`src/rtl/stepper_phase_seq.sv`:
```
// stepper_phase_seq
// Single-channel bipolar stepper sequencer. It produces the step strobe, the
// H-bridge inputs and polarity flags for both coils, the driver standby line
// and a PWM current reference that falls back to a lower hold current once
// the motor has been idle for HOLD_CYCLES clocks.
//
// Ports:
//   clk, rst            system clock, asynchronous active-high reset
//   enable              driver enable; when low every output is forced to 0
//   run                 continuous stepping at step_period clocks per step
//   dir                 1 = phase index increments, 0 = decrements
//   half_step           1 = half-step sequence, 0 = two-coil full-step
//   step_period         clocks per step in run mode, 0 = no stepping
//   step_req / step_ack single-step handshake used while run = 0
//   run_duty, hold_duty VREF duty while moving / after the hold timeout
//   motor_pulse         one-clock strobe on every step
//   ch1_phase_a/b       coil current positive
//   ch1_INA1..ch1_INB2  bridge inputs
//   ch1_STANBY          driver active
//   ch1_VREF            PWM current reference
module stepper_phase_seq #(
  parameter int PERIOD_W    = 16,
  parameter int HOLD_CYCLES = 27000000,
  parameter int PWM_W       = 8
) (
  input  logic                clk,
  input  logic                rst,
  input  logic                enable,
  input  logic                run,
  input  logic                dir,
  input  logic                half_step,
  input  logic [PERIOD_W-1:0] step_period,
  input  logic                step_req,
  output logic                step_ack,
  input  logic [PWM_W-1:0]    run_duty,
  input  logic [PWM_W-1:0]    hold_duty,
  output logic                motor_pulse,
  output logic                ch1_phase_a,
  output logic                ch1_phase_b,
  output logic                ch1_INA1,
  output logic                ch1_INA2,
  output logic                ch1_INB1,
  output logic                ch1_INB2,
  output logic                ch1_STANBY,
  output logic                ch1_VREF
);

  localparam int HOLD_W = $clog2(HOLD_CYCLES + 1);
  localparam logic [HOLD_W-1:0] HOLD_MAX = HOLD_W'(HOLD_CYCLES);

  // Coil drive state, encoded directly as the {IN1, IN2} bridge pair.
  typedef enum logic [1:0] {
    COIL_OFF = 2'b00,
    COIL_NEG = 2'b01,
    COIL_POS = 2'b10
  } coil_t;

  logic [2:0]          idx;
  logic [2:0]          delta;
  logic [2:0]          idx_step;
  logic [2:0]          idx_next;
  logic [PERIOD_W-1:0] period_cnt;
  logic [HOLD_W-1:0]   hold_cnt;
  logic [PWM_W-1:0]    pwm_cnt;
  logic [PWM_W-1:0]    duty;
  logic                req_prev;
  logic                period_active;
  logic                period_fire;
  logic                req_fire;
  logic                step;
  coil_t               coil_a_next;
  coil_t               coil_b_next;

  function automatic coil_t coil_a_of(input logic [2:0] i);
    case (i)
      3'd0, 3'd6, 3'd7: coil_a_of = COIL_POS;
      3'd1, 3'd5:       coil_a_of = COIL_OFF;
      default:          coil_a_of = COIL_NEG;
    endcase
  endfunction

  function automatic coil_t coil_b_of(input logic [2:0] i);
    case (i)
      3'd0, 3'd1, 3'd2: coil_b_of = COIL_POS;
      3'd3, 3'd7:       coil_b_of = COIL_OFF;
      default:          coil_b_of = COIL_NEG;
    endcase
  endfunction

  // Step sources. The period counter fires on ">=" rather than "==" so that
  // shrinking step_period below the current count fires on the next edge
  // instead of wrapping around. A held step_req only fires once because the
  // previous sample must have been low.
  always_comb begin
    period_active = enable && run && (step_period != '0);
    period_fire   = period_active && (period_cnt >= step_period - PERIOD_W'(1));
    req_fire      = enable && !run && step_req && !req_prev;
    step          = period_fire || req_fire;
  end

  // Index advance. In full-step mode an odd index moves by one so the
  // sequence realigns onto the two-coil (even) positions in the direction
  // of travel; dir and half_step are only looked at when a step happens.
  always_comb begin
    delta       = (half_step || idx[0]) ? 3'd1 : 3'd2;
    idx_step    = dir ? (idx + delta) : (idx - delta);
    idx_next    = step ? idx_step : idx;
    coil_a_next = coil_a_of(idx_next);
    coil_b_next = coil_b_of(idx_next);
  end

  // Current reference selection: hold current only once the idle timer has
  // saturated.
  always_comb begin
    duty = (hold_cnt == HOLD_MAX) ? hold_duty : run_duty;
  end

  // Step engine and bridge outputs. Bridge pins and polarity flags are taken
  // from the post-step index so they change on the same edge as motor_pulse.
  // STANBY and the bridge share the registered enable, so the bridge can
  // never be driven while the driver is in standby.
  always_ff @(posedge clk or posedge rst) begin
    if (rst) begin
      idx         <= '0;
      period_cnt  <= '0;
      req_prev    <= 1'b0;
      motor_pulse <= 1'b0;
      step_ack    <= 1'b0;
      ch1_STANBY  <= 1'b0;
      ch1_INA1    <= 1'b0;
      ch1_INA2    <= 1'b0;
      ch1_INB1    <= 1'b0;
      ch1_INB2    <= 1'b0;
      ch1_phase_a <= 1'b0;
      ch1_phase_b <= 1'b0;
    end else begin
      req_prev    <= step_req;
      period_cnt  <= (!period_active || period_fire) ? '0 : period_cnt + PERIOD_W'(1);
      idx         <= idx_next;
      motor_pulse <= step;
      step_ack    <= req_fire;
      ch1_STANBY  <= enable;
      if (enable) begin
        {ch1_INA1, ch1_INA2} <= coil_a_next;
        {ch1_INB1, ch1_INB2} <= coil_b_next;
        ch1_phase_a          <= (coil_a_next == COIL_POS);
        ch1_phase_b          <= (coil_b_next == COIL_POS);
      end else begin
        {ch1_INA1, ch1_INA2} <= 2'b00;
        {ch1_INB1, ch1_INB2} <= 2'b00;
        ch1_phase_a          <= 1'b0;
        ch1_phase_b          <= 1'b0;
      end
    end
  end

  // Idle timer for the hold current: restarts on every step and while the
  // driver is disabled, saturates at HOLD_CYCLES.
  always_ff @(posedge clk or posedge rst) begin
    if (rst) begin
      hold_cnt <= '0;
    end else if (!enable || step) begin
      hold_cnt <= '0;
    end else if (hold_cnt != HOLD_MAX) begin
      hold_cnt <= hold_cnt + HOLD_W'(1);
    end
  end

  // Free-running VREF PWM. A strict compare gives a constant 0 at duty 0 and
  // a single low count at full scale.
  always_ff @(posedge clk or posedge rst) begin
    if (rst) begin
      pwm_cnt  <= '0;
      ch1_VREF <= 1'b0;
    end else begin
      pwm_cnt  <= pwm_cnt + PWM_W'(1);
      ch1_VREF <= enable && (pwm_cnt < duty);
    end
  end

endmodule
```
`config.mk`:
```
export PLATFORM = sky130hd
export DESIGN_NAME = stepper_phase_seq
export DESIGN_NICKNAME = d
export VERILOG_FILES = /design/src/rtl/stepper_phase_seq.sv
export SDC_FILE = /design/constraint.sdc
export NUM_CORES = 1
export LEC_CHECK = 0
export BUFFER_PORTS_ARGS = -buffer_cell sky130_fd_sc_hd__buf_2
export CORE_ASPECT_RATIO = 0.5
export CORE_UTILIZATION = 42
export CTS_BUF_LIST = sky130_fd_sc_hd__clkbuf_2 sky130_fd_sc_hd__clkbuf_4 sky130_fd_sc_hd__clkbuf_8
export DETAILED_ROUTE_END_ITERATION = 10
export SLEW_MARGIN = 25
export SYNTH_ARGS = -nofsm -noshare
export SYNTH_HDL_FRONTEND = slang
export SYNTH_SLANG_ARGS = --single-unit
```
`constraint.sdc`:
```
create_clock -name clk -period 5.3 [get_ports clk]
set_input_delay 0.53 -clock clk [delete_from_list [all_inputs] [get_ports clk]]
set_output_delay 0.53 -clock clk [all_outputs]
set_load 0.05 [all_outputs]
```
=== After elaboration in Yosys (flattened, before gate mapping) ===
Cells that the tools add are included.
W data, S select, Z words.

* Add/sub/neg operators: 6
* Order comparisons: 2
* Equal/unequal tests: 10
* Mux-type cells: 15
* Reductions and logical operators: 22

{| class="wikitable"
|+ Operators by type and width
! operator !! count
|-
| $mux W25 || 2
|-
| $add A25 B1 Y25 const B || 1
|-
| $eq A25 B25 Y1 const B || 1
|-
| $ne A25 B25 Y1 const B || 1
|-
| $add A16 B1 Y16 const B || 1
|-
| $ge A16 B16 Y1 || 1
|-
| $mux W16 || 1
|-
| $reduce_bool A16 Y1 || 1
|-
| $sub A16 B1 Y16 const B || 1
|-
| $eq A3 B3 Y1 const B || 3
|-
| $add A8 B1 Y8 const B || 1
|-
| $lt A8 B8 Y1 || 1
|-
| $mux W8 || 1
|-
| $pmux W2 S2 || 2
|-
| $logic_and A1 B1 Y1 || 7
|-
| $eq A3 B2 Y1 const B || 2
|-
| $mux W1 || 6
|-
| $mux W3 || 2
|-
| $reduce_or A3 Y1 || 2
|-
| $eq A2 B2 Y1 const B || 2
|-
| $logic_not A1 Y1 || 4
|-
| $logic_or A1 B1 Y1 || 4
|-
| $reduce_or A2 Y1 || 2
|-
| $add A3 B2 Y3 || 1
|-
| other kinds (5) || 5
|}

* Register bits: 63
* Output and inout port bits: 10
* Logic and storage cells: 70

=== Depth between registers and ports, before layout ===
* Word-level depth: 11
* Gate-level depth with buffers: 14
* Depth with buffers taken out: 13

=== Least setup slack after synthesis ===
OpenSTA, ideal clock, no wires.

* Path type: input to register
* From: input port step_period[9]
* To: register hold_cnt[15]
* Setup time: 119 ps
* Arrival: 3337 ps
* Setup slack: 1844 ps
* Stages on the path: 13
* Buffers on the path: 2
* Cell sequence: or4_4 -> or3_4 -> nor2_1 -> xnor2_1 -> ha_1 -> nand4_1 -> a2111oi_0 -> a32oi_1 -> a21oi_4 -> or2_1 -> buf_2 -> buf_6 -> nor2_1

* Longest elaborated chain between the ends: 6
* Elaborated cells between the ends (all ways): 9

{| class="wikitable"
|+ RTL lines
! what !! RTL line !! source
|-
| start, declared || 32 || <nowiki>input logic [PERIOD_W-1:0] step_period,</nowiki>
|-
| $sub A16 B1 Y16 or $reduce_bool A16 Y1 (tied branches) || 96, 95 ||
|-
| $ge A16 B16 Y1 or $logic_and A1 B1 Y1 (tied branches) || 96, 95 ||
|-
| $logic_and A1 B1 Y1 * || 96 || <nowiki>period_fire = period_active && (period_cnt >= step_period - PERIOD_W'(1));</nowiki>
|-
| $logic_or A1 B1 Y1 * || 98 || <nowiki>step = period_fire || req_fire;</nowiki>
|-
| $logic_or A1 B1 Y1 * || 162 || <nowiki>end else if (!enable || step) begin</nowiki>
|-
| $mux W25 or $reduce_bool A2 Y1 (tied branches) || n/a ||
|-
| end signal, assigned || 165 || <nowiki>hold_cnt <= hold_cnt + HOLD_W'(1);</nowiki>
|-
| end, declared || 63 || <nowiki>logic [HOLD_W-1:0] hold_cnt;</nowiki>
|}

Mark *: on every way between the ends. The rest lies on a longest branch, timed or not.
A chain may end at the register's enable or synchronous reset.

=== Final worst setup path ===
* From: input port step_period[9]
* To: register hold_cnt[19]

Same word-level chain as after synthesis.

==> run summary <==
Global routing finished with a remaining overflow of 0. For the number of antenna violations at the first check in global routing, the log shows 0. The hold path startpoint was step_req. The worst register-to-register path ends at ch1_VREF$_DFF_PP0_.

Adding up every negative setup slack in the final design gives 0 ns. For the setup slack on the worst flop-to-flop path, the log shows 1.89 ns. The run gives 2575 as the via count of the first global-routing pass.

Cell internal power was estimated by the tool at 0.000885 W. Synthesis inferred 61 register bits. The share of layout cells above drive strength 1 is 16.2%, and the number of CTS-inserted buffers is 9. The pre-CTS setup slack was 1.04 ns. The tools report the max-slew violation total from the final report as 0. Net switching is 26.5% of the power. Entering global routing, the biggest net connects 62 pins. The number of buffers and inverters on the critical path was 1; the data required time at the worst endpoint was 5.50 ns. From synthesis to final layout, the design area changed by 15.6%. The maximum fanout count along the critical path works out to 25. The worst setup path is captured at a flip-flop. Yosys attributes the largest share of cell area to sky130_fd_sc_hd__dfrtp_1, sky130_fd_sc_hd__ha_1, sky130_fd_sc_hd__xnor2_1. Global placement routability congestion: 0.765. The number of input and output port buffers inserted came out at 48.

The layout has 811 filler cells. The detailed router finished its first iteration with 90 violations. The cell seen most often among critical-path stages was sky130_fd_sc_hd__nor2_1. Summed over all layers, the routed wires come to 7.12 mm. After synthesis, the largest area contributor takes up 40.5% of total cell area. The slowest stage of the critical path is the sky130_fd_sc_hd__or2_1 cell. The Yosys step of the flow raised 0 warnings. The vertical die dimension came out at 69.0 µm. The kind of cell adding the most delay to the critical path was simple AND/OR/NAND/NOR gates. The root cell of the clock tree is sky130_fd_sc_hd__clkbuf_8.

Among all flip-flop cells after synthesis, the most frequent one is sky130_fd_sc_hd__dfrtp_1. The clock network fraction of design power was 43.8%. Sequential cells were found to cover 40.5% of the synthesized design area. Max-cap violations in this run came to 0.

Once the floorplan was initialized, standard cells occupied 45.2% of the core. The final antenna diode count is 0, and the post-DP HPWL is 5.33 mm. The hold violation total from the final report was 0; the area enclosed by the die boundary was 0.00938 mm². The longest clock path from root to sink contains 2 buffers. The net count of the finished layout is 507. The critical path crosses 12 cells after its start point. Insertion delay of the later-clocked pin in the worst-skew pair: 0.35 ns. For the peak supply drop, the log shows 0.115 mV. Walking the worst path, the cells encountered are buf_2, or4_4, or3_4, nor2_1, xnor2_1, ha_1, nand4_1, a2111oi_0, a32oi_1, a21oi_4, or2_1, nor2_1. Number of buffers inserted by hold repair at cts: 0.

In the global route stage, overall resource usage came out at 17.1%. Once layout is complete, the utilization of the core stands at 52.2%. On the final layout, the worst clock skew is 0.0102 ns. The smallest clock period supported by the final layout is computed as 3.87 ns.

For the final number of setup-violating endpoints, the log shows 0. The combinational share of power came out at 14.8%. The wire length per cell after detailed routing is 12.8 µm, and the post-synthesis cell count is 387. Once detail routing completed, the nets flagged for antenna violations numbered 0. Of all cell types, the one taking the most synthesized area is sky130_fd_sc_hd__dfrtp_1. In this run the worst setup path terminates at hold_cnt[19]$_DFFE_PP0P_. The logs give 455 for the post-synthesis net count and 0.300 ns for the worst hold slack.

Setup repair after global routing left no endpoint under its margin. Measured along the x axis, the die boundary spans 136 µm. The fraction of synthesis flops using an asynchronous set or reset pin is 100%. The critical path is of the in2reg type. The tools report the count of H-tree levels built during CTS as 3. Before antenna repair, the detailed router went through 4 iterations. Average via count per standard cell: 5.04. The library cell with the highest instance count after synthesis was sky130_fd_sc_hd__nor2_1. The number of synthesized flops with an enable pin is 0, and the biggest cell delay along the critical path is 0.72 ns. The run finished with clean final reports.

The post-synthesis area per instance was 9.74 µm². The leakage power figure is 1.94 nW. Detailed routing inserted a total of 2802 vias. Power spread over the standard cell area amounts to 276 mW/mm².

The worst path uses 73.0% of the clock period. Gates resized during post-CTS repair numbered 0. The tree built by TritonCTS fans out to 61 sinks. Type of the most critical hold path: in2reg. The cell depth of the worst flop-to-flop path came out at 11. By count the netlist is led by sky130_fd_sc_hd__nor2_1, sky130_fd_sc_hd__dfrtp_1, sky130_fd_sc_hd__nand2_1, sky130_fd_sc_hd__xnor2_1. For this run, design rule violations remaining after detail routing come to 0. TritonCTS built the clock tree.

For the fmax, the log shows 258 MHz. The tools report the global-route wire length before repair as 12.0 mm. The number of distinct library cells after synthesis is 51, and the clock-pin slew of the registers on the worst-case setup and hold paths is 0.08 ns. The tools report the share of total power in sequential cells as 41.3%. The worst register-to-register path begins at hold_cnt[10]$_DFFE_PP0P_.

In this run the post-CTS setup repair buffer count came out at 0. The floorplan step defined a core boundary enclosing 0.00835 mm². During I/O placement, the number of pins put on the boundary was 49. The post-synthesis cell area is 0.00377 mm², and the net switching power is 0.000319 W. At the pin with the least slew margin, the transition time is 0.945 ns.

Cell row count: 23. The origin of the worst setup path was step_period[9]. Data arrives at the worst endpoint at 4.07 ns. The worst setup path is launched from an input port. Setup slack on the critical path of the routed design comes to 1.43 ns.

The run gives 36.1% as the max-slew headroom at the worst pin.
==> sequential cells by signal, summed over array words and instances, names as in the netlist <==
name / flops
hold_cnt: 25
ch1_INB1: 1
step_ack: 1
pwm_cnt: 8
idx: 3
ch1_INA2: 1
req_prev: 1
ch1_VREF: 1
ch1_STANBY: 1
ch1_INB2: 1
period_cnt: 16
motor_pulse: 1
ch1_INA1: 1
==> metrics by stage <==
| stage | instance area, µm² | total power, W | std cells |
|---|---|---|---|
| after floorplan | 3770 | 0.000639 | 387 |
| after global placement | 4100 | 0.000685 | 540 |
| after detailed placement | 4100 | 0.000686 | 540 |
| after CTS | 4360 | 0.00122 | 556 |
| after global routing | 4360 | 0.00126 | 556 |
| final | 4360 | 0.00120 | 556 |
==> cell type report <==
| type | count | area (µm²) | area share (%) |
|---|---|---|---|
| flip-flops and latches | 61 | 1530 | 35.0 |
| clock buffers | 11 | 151 | 3.47 |
| well taps | 112 | 140 | 3.22 |
| repair buffers | 49 | 248 | 5.68 |
| inverters | 18 | 67.6 | 1.55 |
| multi-input cells | 300 | 2120 | 48.6 |
| clock inverters | 5 | 106 | 2.44 |
==> logic make-up (layout without fill, tap and decap cells) <==
kind of cell / Yosys count / count (layout) / share of synthesized area [%]
compound gates: 29 / 29 / 6.21
xor+xnor: 59 / 59 / 13.7
fa+ha+maj: 29 / 29 / 9.83
buf+inv: 26 / 83 / 3.29
flops: 61 / 61 / 40.5
mux: 14 / 14 / 3.82
simple gates: 169 / 169 / 22.6
==> cell usage in the layout (no fill, tap or decap), drive strengths merged, types with 3 or more instances in the layout <==
cell type and n:
xnor2 31, ha 28, dfrtp 61, mux2i 11, nor4 7, bufinv 3
nor3b 3, nand4 15, and3 6, and4 5, nand3 14, xor2 28
buf 49, mux2 3, o21ai 6, nor3 9, a21oi 5, nand2 32
inv 18, clkbuf 11, nor2 62
==> power by group through the flow <==
stage                     clock network [W]  logic (W)  registers [W]
after global placement                    0   0.000179       0.000507
after CTS                          0.000543   0.000181       0.000498
final                              0.000528   0.000178       0.000498
after detailed placement                  0   0.000180       0.000506
after floorplan                           0   0.000109       0.000530
after global routing               0.000562   0.000202       0.000501
==> layer usage <==
metal  part of all wire [%]  up-vias  global-route usage (%)
met2                     45       30                    27.7
li1                       -     1450                       -
met3                    2.4        9                    3.73
met4                    1.2        0                    7.08
met5                      0        -                       0
met1                     52     1313                    22.5
==> worst min-delay path by stage <==
stage / end / slack, ns / cells after the start
after global routing: req_prev$_DFF_PP0_ / 0.29 / 1
after detailed placement: pwm_cnt[7]$_DFF_PP0_ / 0.48 / 1
after global placement: pwm_cnt[7]$_DFF_PP0_ / 0.49 / 1
after floorplan: pwm_cnt[7]$_DFF_PP0_ / 0.45 / 1
final: req_prev$_DFF_PP0_ / 0.30 / 1
after CTS: req_prev$_DFF_PP0_ / 0.28 / 1
Power figures use the tool's default switching activity.
